--- config.mk ---
export PLATFORM = sky130hd
export DESIGN_NAME = load_store_unit
export DESIGN_NICKNAME = d
export VERILOG_FILES = /design/src/rtl/load_store_unit.sv
export SDC_FILE = /design/constraint.sdc
export NUM_CORES = 1
export LEC_CHECK = 0
export ABC_AREA = 1
export CORE_UTILIZATION = 35
export CTS_BUF_LIST = sky130_fd_sc_hd__clkbuf_4
export DETAILED_ROUTE_END_ITERATION = 6
export GPL_ROUTABILITY_DRIVEN = 0
export PLACE_DENSITY = 0.66
export SYNTH_ARGS = -nofsm -noshare
export SYNTH_HDL_FRONTEND = slang
export SYNTH_SLANG_ARGS = --single-unit
--- constraint.sdc ---
create_clock -name clk -period 3.5 [get_ports clk]
set_input_delay 0.7 -clock clk [delete_from_list [all_inputs] [get_ports clk]]
set_output_delay 0.7 -clock clk [all_outputs]
set_load 0.005 [all_outputs]
--- src/rtl/load_store_unit.sv ---
// Three-state load/store sequencer between a core request/response port and a
// byte-addressed memory; checks alignment, range and funct3 before any access.
module load_store_unit #(
  parameter logic [31:0] START_ADDRESS = 32'd0,
  parameter logic [31:0] STOP_ADDRESS  = 32'd1023
) (
  input  logic        clk,
  input  logic        reset,
  input  logic        req_valid,
  output logic        req_ready,
  input  logic        req_we,
  input  logic [2:0]  req_funct3,
  input  logic [31:0] req_addr,
  input  logic [31:0] req_wdata,
  output logic        resp_valid,
  input  logic        resp_ready,
  output logic [31:0] resp_rdata,
  output logic        resp_err,
  output logic [31:0] wr_addr,
  output logic        wr_en,
  output logic [31:0] wr_data,
  output logic [1:0]  wr_mode,
  output logic [31:0] rd_addr,
  output logic        rd_en,
  output logic [1:0]  rd_mode,
  input  logic [31:0] rd_data
);

  typedef enum logic [1:0] {IDLE, ACCESS, RESP} state_t;

  state_t      state, state_next;
  logic        we_q;
  logic [2:0]  funct3_q;
  logic [31:0] addr_q;
  logic [31:0] wdata_q;
  logic [31:0] rdata_q;
  logic        err_q;

  logic        req_err;
  logic        funct3_ok;
  logic        misaligned;
  logic [2:0]  req_size;
  logic [32:0] req_last;
  logic [31:0] load_ext;
  logic [1:0]  mode;

  // NOTE: every variable written in an always_comb gets a default first, so no
  // path through the block can leave it unassigned and infer a latch.
  always_comb begin
    case (req_funct3[1:0])
      2'b00:   req_size = 3'd1;
      2'b01:   req_size = 3'd2;
      default: req_size = 3'd4;
    endcase
    if (req_we) funct3_ok = req_funct3 inside {3'b000, 3'b001, 3'b010};
    else        funct3_ok = req_funct3 inside {3'b000, 3'b001, 3'b010, 3'b100, 3'b101};
    misaligned = ((req_size == 3'd2) && req_addr[0]) ||
                 ((req_size == 3'd4) && (req_addr[1:0] != 2'b00));
    // 33-bit end address so a request near 2^32 cannot wrap back into range
    req_last   = {1'b0, req_addr} + {30'd0, req_size} - 33'd1;
    req_err    = !funct3_ok || misaligned || (req_addr < START_ADDRESS) ||
                 (req_last > {1'b0, STOP_ADDRESS});
  end

  always_comb begin
    case (funct3_q)
      3'b000:  load_ext = {{24{rd_data[7]}}, rd_data[7:0]};
      3'b100:  load_ext = {24'd0, rd_data[7:0]};
      3'b001:  load_ext = {{16{rd_data[15]}}, rd_data[15:0]};
      3'b101:  load_ext = {16'd0, rd_data[15:0]};
      default: load_ext = rd_data;
    endcase
    case (funct3_q[1:0])
      2'b00:   mode = 2'b00;
      2'b01:   mode = 2'b01;
      default: mode = 2'b11;
    endcase
  end

  always_comb begin
    state_next = state;
    case (state)
      IDLE:    if (req_valid) state_next = req_err ? RESP : ACCESS;
      ACCESS:  state_next = RESP;
      RESP:    if (resp_ready) state_next = IDLE;
      default: state_next = IDLE;
    endcase
  end

  // NOTE: sequential state uses non-blocking assignments so every register
  // samples pre-edge values regardless of statement order.
  always_ff @(posedge clk) begin
    if (reset) begin
      state    <= IDLE;
      we_q     <= 1'b0;
      funct3_q <= 3'd0;
      addr_q   <= 32'd0;
      wdata_q  <= 32'd0;
      rdata_q  <= 32'd0;
      err_q    <= 1'b0;
    end else begin
      state <= state_next;
      if (state == IDLE && req_valid) begin
        we_q     <= req_we;
        funct3_q <= req_funct3;
        addr_q   <= req_addr;
        wdata_q  <= req_wdata;
        err_q    <= req_err;
        rdata_q  <= 32'd0;
      end
      if (state == ACCESS && !we_q) rdata_q <= load_ext;
    end
  end

  // Strobes come from the state register only, never from core inputs.
  assign req_ready  = (state == IDLE);
  assign resp_valid = (state == RESP);
  assign resp_err   = err_q;
  assign resp_rdata = rdata_q;
  assign wr_en      = (state == ACCESS) && we_q;
  assign rd_en      = (state == ACCESS) && !we_q;
  assign wr_addr    = addr_q;
  assign wr_data    = wdata_q;
  assign wr_mode    = mode;
  assign rd_addr    = addr_q;
  assign rd_mode    = mode;

endmodule

==> metrics.cfg <==
[run_status]
status = finished clean

[yosys]
synth_compound_area_frac = 0.135
syn_nets = 1182
netlist_area_mm2 = 0.00647
synth_cell_type_count = 30
synth_xor_area_frac = 0.00271
ys_seq_area_frac = 0.319
synthMuxAreaShare = 0
synth_simple_gate_area_frac = 0.322
synth_top_family_by_area = simple AND/OR/NAND/NOR gates
syn_avg_cell_area_um2 = 6.20
yosys_warnings = 0
ys_seq_elements = 103
synth_fa_ha_area_frac = 0.0689
syn_inst = 1043

[power_and_ir_drop]
power_leakage_nw = 4.19
irDropWorstVdd_v = 0.000163
powerDensity_mw_per_mm2 = 312

[sta]
min_period_over_period = 0.858
rsz0062_at_grt = no
holdWs_ns = 0.473
fmax_mhz = 333
timing.final.hold_violations = 0
period_needed_ns = 3.00
clock-skew-final_ns = 0.0240
drv_slew = 0
max_slew_margin = 0.590
tightest_slew_ns = 0.613
setup_viol_count_final = 0

[setup_path]
reg2reg_slack_ns = 1.56
path_common_cell = nand2_1
rr_worst_depth = 7
end_kind = flip-flop
r2r-start = funct3_q[1]
max_stage_delay_ns = 0.44
worst_setup_path_start_kind = input pin
crit_slowest_cell = clkdlybuf4s50_1
cp_data_arrival_time_ns = 3.43
cpLargestDelayFamily = simple AND/OR/NAND/NOR gates
crit_required_ns = 3.92
cp_num_buf_inv = 4
crit_chain = clkdlybuf4s50_1, inv_1, nand2_1, ha_1, inv_1, ha_1, fa_1, nand3_1, nand3_1, nand3_1, nand3_1, nand2_1, nand2_1, nand2_1, nand2_1, nor2_1, nand3_1, nor2_2, nand4_1, nand2_1, inv_1
path_class = input pin to flip-flop
r2r-end = resp_rdata[31]
path_max_fanout = 3

[floorplanning]
die_area_mm2 = 0.0190
start_util = 0.359
io-pin-count = 241
die_w_um = 138
fp.dieH_um = 138
row_count = 49
core-area_mm2 = 0.0180

[grt]
track_usage = 0.209
antenna_found_initial = 1
grt_pass1_wl_mm = 30.8
grt_pass1_vias = 6201
grt-ovfl-total = 0
grt_max_degree = 81

[detailed_routing]
routed_wl_mm = 20.1
wl_per_cell_um = 13.6
drt-initial-drc-count = 268
dr.pass1.iters = 4
vias_per_cell = 4.65
detail-route-antenna-nets = 0
vias = 6860
drc = 0

[worst_hold_path]
worstHoldEndpoint = resp_rdata[3]
hold_class = flip-flop to flip-flop
hold_path_depth = 2
holdCritStartpoint = resp_rdata[3]

[cells_and_area]
layout.nets = 1378
syn2layout_area_growth_pct = 39.5
final_core_util = 0.501
layout-drive-gt1-share = 0.0434
fillCellCount = 1896

[clock_tree]
cts_sinks = 103
postCtsHoldBufs = 0
clk_path_buf_depth = 2
cts.repair.resized = 0
h-tree-depth = 3
cts_tree = built
numCtsBuffers = 9
clkLatencyLatePin_ns = 0.49
cts_setup_buffers = 0
clk_pin_slew_worst_paths_ns = 0.19
cts_root_buffer = clkbuf_4

[place]
port_buffers = 240
place_hpwl_mm = 16.1

[job]
cap_violations = 0

## area by class of cell
cell class / count / area (um2) / area share
inverters: 164 / 617 / 0.0684
clock inverters: 7 / 77.6 / 0.00860
clock buffers: 9 / 67.6 / 0.00749
repair buffers: 251 / 2490 / 0.277
well taps: 229 / 287 / 0.0318
multi-input cells: 710 / 3410 / 0.378
diodes: 1 / 2.50 / 0.000277
flip-flops and latches: 103 / 2060 / 0.229
## cells in the final DEF (no fill, tap or decap), types with 3 or more instances in the layout
master and n:
a21oi_1 87, nor2_1 98, inv_1 155, a211oi_1 34, a21oi_2 4, dfxtp_1 103
o21bai_1 3, ha_1 34, buf_4 11, nor2_2 7, nor3_2 5, o21ai_0 18
clkbuf_4 9, nand4_1 4, nand3_1 30, nand2_1 371, inv_2 6, clkdlybuf4s50_1 239
## kinds of logic after synthesis
group / after synthesis
AOI/OAI and AO/OA: 150
xor gates and xnor gates: 2
adders and majority gates: 35
buffers and inverters: 230
DFF: 103
and+or+nand+nor: 523
## worst reg2reg max path, delay by kind of cell, from the launching register on
| kind | cells | cell delay [ns] |
|---|---|---|
| buffers and inverters | 1 | 0.27 |
| AO/OA/AOI/OAI | 3 | 0.94 |
| flip-flops | 1 | 0.38 |
| AND/OR/NAND/NOR | 3 | 0.29 |
## per-layer routing
layer / wire length [um] / track usage / part of all wire
met1: 8790 / 0.257 / 0.44
met2: 9710 / 0.368 / 0.48
met3: 1350 / 0.0384 / 0.067
met4: 256 / 0.0592 / 0.013
met5: 0 / 0 / 0
## where the power goes
group	switching, W	total (W)	leakage, nW	internal, W
Clock	0.000467	0.000637	0.0746	0.000169
Sequential	0.0000420	0.00127	0.844	0.00123
Combinational	0.000471	0.000906	3.27	0.000435
Total	0.000981	0.00282	4.19	0.00184
## stage by stage
stage               instance area [um2]  TNS, ns  std cells  setup WS, ns  power (W)
floorplan                          6470        0       1043         0.635    0.00180
global placement                   8870        0       1457       0.00563    0.00220
detailed placement                 8870   -0.132       1457       -0.0571    0.00221
CTS                                9020        0       1473         0.522    0.00286
global route                       9020        0       1474         0.183    0.00302
finish                             9020        0       1474         0.496    0.00282
## how the worst max path moves through the flow
stage / startpoint / slack [ns] / endpoint / depth (start not counted)
after detailed placement: req_funct3[1] / -0.06 / resp_err / 21
after CTS: req_funct3[1] / 0.52 / resp_err / 21
after global placement: req_funct3[1] / 0.006 / resp_err / 21
final: req_funct3[1] / 0.50 / resp_err / 21
after floorplan: req_funct3[1] / 0.63 / resp_err / 20
after global routing: req_funct3[1] / 0.18 / state[1] / 21
## Yosys cell counts
master	number	share of area
clkinv_1	2	0.0012
xor2_1	2	0.0027
ha_1	34	0.066
clkbuf_1	31	0.018
inv_2	7	0.0041
inv_1	155	0.090
buf_4	34	0.039
nand3b_1	2	0.0023
nand2_2	2	0.0019
nand2b_1	1	0.00097
nand3_1	30	0.023
o21ai_0	18	0.014
nand4_1	4	0.0039
o21bai_1	3	0.0035
nor2_1	98	0.057
dfxtp_1	103	0.32
nor2_2	7	0.0068
fa_1	1	0.0031
buf_1	1	0.00058
nor3_1	2	0.0015
a211oi_1	34	0.039
or2_1	1	0.00097
o21a_1	1	0.0012
nand2_1	371	0.22
a21o_1	1	0.0012
a21oi_2	4	0.0054
a31oi_1	1	0.00097
nor3_2	5	0.0077
a21oi_1	87	0.067
a31oi_2	1	0.0019
## state kept, by name (all words and copies together), names as in the netlist
| register | flops |
|---|---|
| state | 2 |
| rd_addr | 32 |
| resp_rdata | 32 |
| resp_err | 1 |
| funct3_q | 3 |
| we_q | 1 |
| wr_data | 32 |
Power figures use the tool's default switching activity.
